<file path="config.mk">
export PLATFORM = sky130hd
export DESIGN_NAME = frogger_game_fsm_flat
export DESIGN_NICKNAME = d
export VERILOG_FILES = /design/src/rtl/frogger_pkg.sv /design/src/rtl/frogger_game_fsm_if.sv /design/src/rtl/frame_tick_gen.sv /design/src/rtl/frogger_game_fsm.sv /design/src/flat_wrapper.sv
export SDC_FILE = /design/constraint.sdc
export NUM_CORES = 1
export LEC_CHECK = 0
export BUFFER_PORTS_ARGS = -buffer_cell sky130_fd_sc_hd__buf_2
export CAP_MARGIN = 30
export CORE_UTILIZATION = 40
export CTS_CLUSTER_DIAMETER = 40
export DETAILED_ROUTE_END_ITERATION = 7
export GPL_TIMING_DRIVEN = 0
export PLACE_DENSITY = 0.71
export RECOVER_POWER = 25
export SLEW_MARGIN = 20
export SYNTH_ARGS = -nofsm -noshare
export SYNTH_HDL_FRONTEND = slang
export SYNTH_SLANG_ARGS = --single-unit
export TNS_END_PERCENT = 100
</file>
<file path="constraint.sdc">
create_clock -name i_Clk -period 2.55 [get_ports i_Clk]
set_input_delay 0.255 -clock i_Clk [delete_from_list [all_inputs] [get_ports i_Clk]]
set_output_delay 0.255 -clock i_Clk [all_outputs]
set_load 0.02 [all_outputs]
</file>
<file path="src/rtl/frogger_pkg.sv">
// Shared Frogger definitions: game states, tile codes,
// frog origin and score width used by the game sequencer.
package frogger_pkg;

    typedef enum logic [2:0] {
        ST_IDLE      = 3'd0,
        ST_PLAYING   = 3'd1,
        ST_DYING     = 3'd2,
        ST_SCORED    = 3'd3,
        ST_GAME_OVER = 3'd4
    } state_t;

    localparam logic [2:0] TILE_WATER = 3'd2;
    localparam logic [2:0] TILE_LILY  = 3'd4;

    localparam int FROG_ORIGIN_X = 10;
    localparam int FROG_ORIGIN_Y = 14;

    localparam int SCORE_W = 7;

endpackage

</file>
<file path="src/rtl/frogger_game_fsm_if.sv">
// Game sequencer bus: frame/button/collision inputs and the
// registered game status outputs (state, lives, score, level, etc.).
interface frogger_game_fsm_if;

    logic       i_VSync;
    logic       i_Game_Start;
    logic       i_Collided;
    logic [2:0] i_Bitmap_Data;

    logic [2:0] o_State;
    logic       o_Game_Active;
    logic       o_Freeze;
    logic       o_Frogger_Reset;
    logic       o_Flash;
    logic [1:0] o_Lives;
    logic [6:0] o_Score;
    logic [2:0] o_Level;

    modport master (
        output i_VSync, i_Game_Start, i_Collided, i_Bitmap_Data,
        input  o_State, o_Game_Active, o_Freeze, o_Frogger_Reset,
        input  o_Flash, o_Lives, o_Score, o_Level
    );

    modport slave (
        input  i_VSync, i_Game_Start, i_Collided, i_Bitmap_Data,
        output o_State, o_Game_Active, o_Freeze, o_Frogger_Reset,
        output o_Flash, o_Lives, o_Score, o_Level
    );

endinterface

</file>
<file path="src/rtl/frame_tick_gen.sv">
// Synchronises VSync and the start button (2 flops each) and emits
// a 1-cycle frame tick on VSync fall and a start pulse on button rise.
// Ports: i_Clk, i_Rst_L, i_VSync, i_Start -> o_Frame_Tick, o_Start_Edge.
module frame_tick_gen (
    input  logic i_Clk,
    input  logic i_Rst_L,
    input  logic i_VSync,
    input  logic i_Start,
    output logic o_Frame_Tick,
    output logic o_Start_Edge
);

    // [0],[1] synchroniser stages, [2] previous synchronised value
    logic [2:0] r_VSync;
    logic [2:0] r_Start;

    // VSync idles high, so it resets high to avoid a false tick
    always_ff @(posedge i_Clk or negedge i_Rst_L) begin
        if (!i_Rst_L) begin
            r_VSync <= 3'b111;
            r_Start <= 3'b000;
        end else begin
            r_VSync <= {r_VSync[1:0], i_VSync};
            r_Start <= {r_Start[1:0], i_Start};
        end
    end

    assign o_Frame_Tick = r_VSync[2] & ~r_VSync[1];
    assign o_Start_Edge = r_Start[1] & ~r_Start[2];

endmodule

</file>
<file path="src/rtl/frogger_game_fsm.sv">
// Frogger game sequencer: phase, lives, score, level, respawn pulse.
// Ports: i_Clk, i_Rst_L, bus (slave) carrying game inputs/outputs.
module frogger_game_fsm
    import frogger_pkg::*;
#(
    parameter int c_LIVES           = 3,
    parameter int c_DEATH_FRAMES    = 60,
    parameter int c_SCORE_FRAMES    = 30,
    parameter int c_GOALS_PER_LEVEL = 5,
    parameter int c_SCORE_MAX       = 99
) (
    input  logic               i_Clk,
    input  logic               i_Rst_L,
    frogger_game_fsm_if.slave  bus
);

    localparam logic [5:0]         c_DEATH_LAST = 6'(c_DEATH_FRAMES - 1);
    localparam logic [5:0]         c_SCORE_LAST = 6'(c_SCORE_FRAMES - 1);
    localparam logic [1:0]         c_LIVES_INIT = 2'(c_LIVES);
    localparam logic [2:0]         c_GOALS      = 3'(c_GOALS_PER_LEVEL);
    localparam logic [SCORE_W-1:0] c_SMAX       = SCORE_W'(c_SCORE_MAX);

    state_t             r_State;
    state_t             w_Next;
    logic               r_Entry;
    logic [5:0]         r_Cnt;
    logic [5:0]         w_Cnt;
    logic [1:0]         r_Lives;
    logic [1:0]         w_Lives;
    logic [SCORE_W-1:0] r_Score;
    logic [SCORE_W-1:0] w_Score;
    logic [2:0]         r_Level;
    logic [2:0]         w_Level;
    logic [2:0]         r_Goals;
    logic [2:0]         w_Goals;
    logic               r_Flash;
    logic               w_Flash;
    logic               r_Frst;
    logic               w_Frst;
    logic               r_Frst_D;
    logic               r_Active;
    logic               r_Freeze;

    logic w_Tick;
    logic w_Start;
    logic w_Mask;
    logic w_Hazard;
    logic w_Goal;
    logic w_Count;

    frame_tick_gen u_tick (
        .i_Clk        (i_Clk),
        .i_Rst_L      (i_Rst_L),
        .i_VSync      (bus.i_VSync),
        .i_Start      (bus.i_Game_Start),
        .o_Frame_Tick (w_Tick),
        .o_Start_Edge (w_Start)
    );

    // Frog position lags the respawn pulse; blind the hazard/goal
    // inputs for the pulse cycle and the one after it.
    assign w_Mask   = r_Frst | r_Frst_D;
    assign w_Hazard = ~w_Mask &
                      (bus.i_Collided | (bus.i_Bitmap_Data == TILE_WATER));
    assign w_Goal   = ~w_Mask & ~w_Hazard &
                      (bus.i_Bitmap_Data == TILE_LILY);

    // A tick landing on the state-entry cycle is not counted
    assign w_Count  = w_Tick & ~r_Entry;

    always_ff @(posedge i_Clk or negedge i_Rst_L) begin
        if (!i_Rst_L) begin
            r_State <= ST_IDLE;
            r_Entry <= 1'b0;
        end else begin
            r_State <= w_Next;
            r_Entry <= (w_Next != r_State);
        end
    end

    always_comb begin
        w_Next = r_State;
        case (r_State)
            ST_IDLE, ST_GAME_OVER: begin
                if (w_Start)
                    w_Next = ST_PLAYING;
            end
            ST_PLAYING: begin
                if (w_Hazard)
                    w_Next = ST_DYING;
                else if (w_Goal)
                    w_Next = ST_SCORED;
            end
            ST_DYING: begin
                if (w_Count && r_Cnt == c_DEATH_LAST)
                    w_Next = (r_Lives == 2'd0) ? ST_GAME_OVER : ST_PLAYING;
            end
            ST_SCORED: begin
                if (w_Count && r_Cnt == c_SCORE_LAST)
                    w_Next = ST_PLAYING;
            end
            default: w_Next = ST_IDLE;
        endcase
    end

    always_comb begin
        w_Lives = r_Lives;
        w_Score = r_Score;
        w_Level = r_Level;
        w_Goals = r_Goals;
        w_Cnt   = (w_Next != r_State) ? 6'd0 : r_Cnt + {5'd0, w_Count};
        w_Frst  = (w_Next == ST_PLAYING) && (r_State != ST_PLAYING);
        // Flash starts high and flips after every 8 counted ticks
        w_Flash = (w_Next == ST_DYING) && !w_Cnt[3];
        case (r_State)
            ST_IDLE, ST_GAME_OVER: begin
                if (w_Start) begin
                    w_Lives = c_LIVES_INIT;
                    w_Score = '0;
                    w_Level = 3'd0;
                    w_Goals = 3'd0;
                end
            end
            ST_PLAYING: begin
                if (w_Hazard) begin
                    w_Lives = r_Lives - 2'd1;
                end else if (w_Goal) begin
                    if (r_Score < c_SMAX)
                        w_Score = r_Score + 1'b1;
                    w_Goals = r_Goals + 3'd1;
                end
            end
            ST_SCORED: begin
                if (w_Next == ST_PLAYING && r_Goals == c_GOALS) begin
                    w_Goals = 3'd0;
                    if (r_Level != 3'd7)
                        w_Level = r_Level + 3'd1;
                end
            end
            default: ;
        endcase
    end

    always_ff @(posedge i_Clk or negedge i_Rst_L) begin
        if (!i_Rst_L) begin
            r_Cnt    <= 6'd0;
            r_Lives  <= 2'd0;
            r_Score  <= '0;
            r_Level  <= 3'd0;
            r_Goals  <= 3'd0;
            r_Flash  <= 1'b0;
            r_Frst   <= 1'b0;
            r_Frst_D <= 1'b0;
            r_Active <= 1'b0;
            r_Freeze <= 1'b1;
        end else begin
            r_Cnt    <= w_Cnt;
            r_Lives  <= w_Lives;
            r_Score  <= w_Score;
            r_Level  <= w_Level;
            r_Goals  <= w_Goals;
            r_Flash  <= w_Flash;
            r_Frst   <= w_Frst;
            r_Frst_D <= r_Frst;
            r_Active <= (w_Next == ST_PLAYING);
            r_Freeze <= (w_Next != ST_PLAYING);
        end
    end

    assign bus.o_State         = r_State;
    assign bus.o_Game_Active   = r_Active;
    assign bus.o_Freeze        = r_Freeze;
    assign bus.o_Frogger_Reset = r_Frst;
    assign bus.o_Flash         = r_Flash;
    assign bus.o_Lives         = r_Lives;
    assign bus.o_Score         = r_Score;
    assign bus.o_Level         = r_Level;

endmodule

</file>
<file path="src/flat_wrapper.sv">
// flat-port wrapper written by rule: the top's interface ports become plain ports
module frogger_game_fsm_flat import frogger_pkg::*;
#(
    parameter int c_LIVES           = 3,
    parameter int c_DEATH_FRAMES    = 60,
    parameter int c_SCORE_FRAMES    = 30,
    parameter int c_GOALS_PER_LEVEL = 5,
    parameter int c_SCORE_MAX       = 99
)
  (i_Clk, i_Rst_L, bus_i_VSync, bus_i_Game_Start, bus_i_Collided, bus_i_Bitmap_Data, bus_o_State, bus_o_Game_Active, bus_o_Freeze, bus_o_Frogger_Reset, bus_o_Flash, bus_o_Lives, bus_o_Score, bus_o_Level);
  frogger_game_fsm_if bus_i ();
  input  logic i_Clk;
  input  logic i_Rst_L;
  input wire logic [$bits(bus_i.i_VSync)-1:0] bus_i_VSync;
  input wire logic [$bits(bus_i.i_Game_Start)-1:0] bus_i_Game_Start;
  input wire logic [$bits(bus_i.i_Collided)-1:0] bus_i_Collided;
  input wire logic [$bits(bus_i.i_Bitmap_Data)-1:0] bus_i_Bitmap_Data;
  output wire logic [$bits(bus_i.o_State)-1:0] bus_o_State;
  output wire logic [$bits(bus_i.o_Game_Active)-1:0] bus_o_Game_Active;
  output wire logic [$bits(bus_i.o_Freeze)-1:0] bus_o_Freeze;
  output wire logic [$bits(bus_i.o_Frogger_Reset)-1:0] bus_o_Frogger_Reset;
  output wire logic [$bits(bus_i.o_Flash)-1:0] bus_o_Flash;
  output wire logic [$bits(bus_i.o_Lives)-1:0] bus_o_Lives;
  output wire logic [$bits(bus_i.o_Score)-1:0] bus_o_Score;
  output wire logic [$bits(bus_i.o_Level)-1:0] bus_o_Level;
  assign bus_i.i_VSync = bus_i_VSync;
  assign bus_i.i_Game_Start = bus_i_Game_Start;
  assign bus_i.i_Collided = bus_i_Collided;
  assign bus_i.i_Bitmap_Data = bus_i_Bitmap_Data;
  assign bus_o_State = bus_i.o_State;
  assign bus_o_Game_Active = bus_i.o_Game_Active;
  assign bus_o_Freeze = bus_i.o_Freeze;
  assign bus_o_Frogger_Reset = bus_i.o_Frogger_Reset;
  assign bus_o_Flash = bus_i.o_Flash;
  assign bus_o_Lives = bus_i.o_Lives;
  assign bus_o_Score = bus_i.o_Score;
  assign bus_o_Level = bus_i.o_Level;
  frogger_game_fsm #(.c_LIVES(c_LIVES), .c_DEATH_FRAMES(c_DEATH_FRAMES), .c_SCORE_FRAMES(c_SCORE_FRAMES), .c_GOALS_PER_LEVEL(c_GOALS_PER_LEVEL), .c_SCORE_MAX(c_SCORE_MAX)) u_core (.i_Clk(i_Clk), .i_Rst_L(i_Rst_L), .bus(bus_i));
endmodule
</file>
After elaboration in Yosys (flattened, before gate mapping) --
Index checks and enable logic that the tools add are counted.
Cells by class: add/subtract/negate cells 5, multiply operators 0, divide/modulo/power cells 0, $lt $le $gt $ge 1, equality and inequality tests 22, shift operators 0, multiplexer cells 24, bitwise operators 13, reduce and logical (&&, ||, !) cells 16
Operator list (count):
- $mux 3 | 12
- $mux 7 | 4
- $pmux 7 s2 | 1
- $eq 3x2->1 const B | 4
- $pmux 3 s4 | 1
- $ne 2x1->1 const B | 5
- $reduce_and 5->1 | 2
- $eq 3x3->1 const B | 3
- $pmux 3 s3 | 1
- $add 7x1->7 const B | 1
- $lt 7x7->1 const B | 1
- $add 3x1->3 const B | 2
- $add 6x1->6 | 1
- $and 1x1->1 | 6
- $eq 3x1->1 const B | 2
- $eq 6x5->1 const B | 1
- $eq 6x6->1 const B | 1
- $mux 6 | 1
- $ne 3x1->1 const B | 2
- $pmux 3 s2 | 1
- $logic_and 1x1->1 | 5
- $not 1->1 | 5
- $mux 2 | 2
- $ne 2x2->1 const B | 2
- 13 further kinds | 15
Storage, ports and cells: register bits 36, latch bits 0, bits in writable memories 0, memory bits (read-only) 0, output and inout bits 19, logic and storage cells 95, memories 0

Logic depth before layout (Yosys ltp) --
word-level depth 13, gate-level depth with buffers 7, depth with buffers taken out 6

Cells and area by module --
From an unflattened synthesis, not the netlist that was laid out.
Second synthesis, totals: cells, all modules 190, area, all modules 2023.2 µm²
By module, submodules not included:
- frogger_game_fsm | times used 1, cells an instance 182, area each 1841.8 µm²
- frame_tick_gen | times used 1, cells an instance 8, area each 181.4 µm²

Worst setup path before layout --
OpenSTA, ideal clock, no wires.
path kind register -> register, from register u_core.r_State[2], in the netlist u_core.bus.o_State[2], to register u_core.r_Flash, in the netlist u_core.bus.o_Flash, arrival time 1.679 ns, setup slack 0.752 ns, stages on the path, launching flop included 8, clock period less this slack 1.798 ns, cell sequence dfrtp_1 buf_4 nand3b_4 o2bb2ai_2 a21o_1 a211o_1 buf_6 o21a_1
Between the ends: longest elaborated chain between the ends 7, elaborated cells between the ends (all ways) 17, classes of those cells 6 x eq/ne; 7 x mux; 4 x reduce/logical
Ends and longest elaborated chain:
- start: declaration | RTL line frogger_game_fsm.sv:23 | state_t r_State;
- start signal: assignment | RTL line frogger_game_fsm.sv:76 | r_State <= w_Next;
- $eq 3x3->1 (tied with other cells) | RTL line frogger_game_fsm.sv:83 | case (r_State)
- $reduce_or 2->1 or $mux 3 (tied branches) | RTL line frogger_game_fsm.sv:83, frogger_game_fsm.sv:89
- $pmux 3 s4 | RTL line frogger_game_fsm.sv:83
- $ne 3x3->1 | RTL line frogger_game_fsm.sv:111 | w_Cnt = (w_Next != r_State) ? 6'd0 : r_Cnt + {5'd0, w_Count};
- $mux 6 | RTL line frogger_game_fsm.sv:111
- $logic_not 1->1 | RTL line frogger_game_fsm.sv:114 | w_Flash = (w_Next == ST_DYING) && !w_Cnt[3];
- $logic_and 1x1->1 (*) | RTL line frogger_game_fsm.sv:114
- via u_core.w_Flash | RTL line frogger_game_fsm.sv:37 | logic w_Flash;
- end signal: assignment | RTL line frogger_game_fsm.sv:162 | r_Flash <= w_Flash;
- end: declaration | RTL line frogger_game_fsm.sv:36 | logic r_Flash;
Mark *: on every way through the listed nets, which the timed path passes. The rest lies on a longest branch. A chain may end at the register's enable or synchronous reset.

Worst setup path in the final report --
from register u_core.r_State[2], in the netlist u_core.bus.o_State[2], to register u_core.r_Score[5], in the netlist u_core.bus.o_Score[5]
Between the ends: longest elaborated chain between the ends 4, elaborated cells between the ends (all ways) 11, classes of those cells 6 x eq/ne; 1 x mux; 4 x reduce/logical
Ends and longest elaborated chain:
- $eq 3x3->1 or $logic_not 3->1 (tied branches) | RTL line frogger_game_fsm.sv:115 | case (r_State)
- $reduce_or 2->1 | RTL line frogger_game_fsm.sv:115
- $ne 2x2->1 (no line) or $reduce_bool 2->1 (tied branches)
- $reduce_and 5->1 (no line)
- end signal: assignment | RTL line frogger_game_fsm.sv:159 | r_Score <= w_Score;
- end: declaration | RTL line frogger_game_fsm.sv:30 | logic [SCORE_W-1:0] r_Score;
Parallel ways exist; a longest one is shown, timed or not.

==> impl_metrics.py <==
metrics = {
    "pwr": {
        "p_leak_nw": 1.00,
        "p_per_area_nw_per_um2": 610,
        "max-vdd-ir-drop_v": 0.000388,
    },
    "drt": {
        "wl_um": 3520,
        "detail_route.iter0.violations": 50,
        "detail_route.vias_per_cell": 5.30,
        "vias": 1398,
        "drc": 7,
        "routedWlPerCell_um": 13.3,
        "drt-pass1-iter-count": 6,
        "ant_nets": 0,
    },
    "die": {
        "fp.coreArea_um2": 4440,
        "die_x_um": 70.7,
        "die_area_um2": 4990,
        "ios": 27,
        "start_util": 0.424,
        "die_h_um": 70.7,
        "rows": 24,
    },
    "synthesis": {
        "netlist_area_um2": 1890,
        "synth_most_common_cell": "dfrtp_1",
        "ys_seq_area_frac": 0.480,
        "synth_area_per_cell_um2": 10.6,
        "synth_nets": 194,
        "postSynth.asyncResetShare": 1.00,
        "postSynthRegisterBits": 36,
        "yosysWarnings": 0,
        "synth_cells": 178,
        "ys.flop_type": "dfrtp_1",
        "synth_top_area_frac": 0.425,
        "synth_edf_count": 0,
        "yosysUniqueCellTypes": 48,
        "synth_top_cell_by_area": "dfrtp_1",
        "synthTopCellsByArea": "dfrtp_1, dfstp_2, ha_1, nor2_1, xnor2_1",
        "synth_common_cells": "dfrtp_1, nor2_1, nand2_1",
    },
    "cells_and_area": {
        "areaGrowthSynthToFinish_pct": 16.0,
        "drive_gt1_frac": 0.241,
        "stdcell_area_um2": 2190,
        "antennaDiodeCount": 0,
        "nNetsFinal": 227,
    },
    "clocking": {
        "cts_max_level": 2,
        "cts_buffers": 5,
        "postCtsSetupRepairBufs": 0,
        "clk_pin_slew_ns": 0.07,
        "clock_sinks": 36,
        "cts_resized": 0,
        "clock_latency_ns": 0.29,
        "cts_hold_buf": 0,
        "root_buffer": "clkbuf_8",
        "cts_buffer_depth": 2,
        "cts_tree": "done",
    },
    "grt": {
        "antenna_found_initial": 0,
        "grt_pass1_wl_um": 5930,
        "grt_pass1_vias": 1308,
        "grt_max_degree": 37,
        "track_usage": 0.155,
        "overflow": 0,
    },
    "run": {
        "drv_cap": 1,
    },
    "setup_path": {
        "crit_arrival_ns": 1.98,
        "crit_type": "reg -> reg",
        "cp.required_ns": 2.70,
        "reg2reg_from": "u_core.bus.o_State[2]",
        "startpoint": "u_core.bus.o_State[2]",
        "startpoint_type": "register",
        "critPathCaptureType": "register",
        "crit_fanout": 10,
    },
    "sta": {
        "final-max-slew-violation-count": 37,
        "worst_pin_slew_ns": 1.87,
        "fmax_mhz": 547,
        "period_needed_ns": 1.83,
        "finClkSkew_ns": 0.00626,
        "finalSetupTns_ns": 0,
        "post-route-period-util": 0.717,
        "rsz0062_at_grt": "no",
        "setup_viol": 0,
        "finalHoldViolCount": 0,
        "slew_headroom": -0.243,
    },
    "worst_hold_path": {
        "hp-class": "in -> reg",
        "hold_start": "bus_i_VSync",
    },
    "placed_design": {
        "dpl.hpwl_um": 2530,
        "port_buffers": 26,
        "gp_congestion": 0.757,
        "placed_area_um2": 2080,
    },
    "outcome": {
        "status": "finished, violations left",
        "violations": "design-rule violations, max-capacitance violations, max-slew violations",
    },
}
[critical path, cell delays in order (launching register included)]
cell	delay (ns)
dfrtp_1	0.38
buf_4	0.18
nor3b_4	0.34
o2111ai_2	0.33
a21oi_1	0.27
xnor2_1	0.14
nor2_1	0.05
[kinds of logic (layout without fill, tap and decap cells)]
group,count (synthesis),in the layout,share of synthesized area
and+or+nand+nor,66,66,0.202
buffers and inverters,15,49,0.0438
AOI/OAI and AO/OA,44,44,0.178
DFF,36,36,0.480
adders and majority gates,8,8,0.0531
xor gates and xnor gates,9,9,0.0418
[power by group]
group | total [mW] | switching, mW | leakage (nW) | internal [mW]
Clock | 0.486 | 0.197 | 0.0552 | 0.290
Sequential | 0.680 | 0.0464 | 0.418 | 0.633
Combinational | 0.168 | 0.0908 | 0.529 | 0.0768
Total | 1.33 | 0.334 | 1.00 | 1.00
[state kept, by name (all words and copies together) (netlist names)]
name,count
u_core.bus.o_Level,3
u_core.u_tick.r_VSync,3
u_core.bus.o_Score,7
u_core.bus.o_Lives,2
u_core.u_tick.r_Start,3
u_core.bus.o_State,3
u_core.r_Entry,1
u_core.r_Cnt,6
u_core.bus.o_Frogger_Reset,1
u_core.bus.o_Flash,1
u_core.bus.o_Game_Active,1
u_core.r_Frst_D,1
u_core.bus.o_Freeze,1
u_core.r_Goals,3
[cells in the final DEF (no fill, tap or decap), drive strengths merged, types with 3 or more instances in the layout]
cell	instances
nand2	12
nor2b	4
dfstp	4
buf	29
ha	8
nand3	8
a211o	3
nor3b	4
inv	11
nor2	23
xnor2	7
dfrtp	32
a21oi	13
clkbuf	7
o311ai	3
o21ai	6
[layout make-up]
class	count	area, um^2
clock inverters	2	35.0
well taps	52	65.1
clock buffers	6	72.6
flip-flops and latches	36	906
repair buffers	26	129
fillers	438	2260
multi-input cells	127	897
inverters	11	41.3
plain buffers	4	41.3
[per-layer routing]
layer | vias up | part of all wire | track usage
li1 | 700 | - | -
met1 | 663 | 0.45 | 0.193
met2 | 27 | 0.48 | 0.239
met3 | 8 | 0.047 | 0.0627
met4 | 0 | 0.017 | 0.0644
met5 | - | 0 | 0
[path summary, 6_finish.rpt]
| check | end | slack (ns) | cells past startpoint |
|---|---|---|---|
| worst max-delay path | u_core.bus.o_Score[5] | 0.72 | 6 |
| worst min-delay path | u_core.u_tick.r_VSync[0] | 0.06 | 1 |
| worst max register to register | u_core.bus.o_Score[5] | 0.72 | 6 |
| worst min register to register | u_core.u_tick.r_Start[1] | 0.35 | 0 |
| max in group asynchronous | u_core.bus.o_State[0] | 1.00 | 1 |
| min in group asynchronous | u_core.bus.o_Score[3] | 0.46 | 1 |
[per-stage QoR]
step                      total power, mW   util  worst slack (ns)  cells  hold slack (ns)
final                                1.33  0.492             0.721    264           0.0626
after CTS                            1.35  0.492             0.695    264           0.0553
after global routing                 1.42  0.492             0.555    264           0.0379
after floorplan                     0.805      -             0.752    178          -0.0406
after detailed placement            0.858  0.468             0.713    256            0.335
after global placement              0.856  0.468             0.728    256            0.334
No activity file was read; power rests on OpenSTA's default activity.
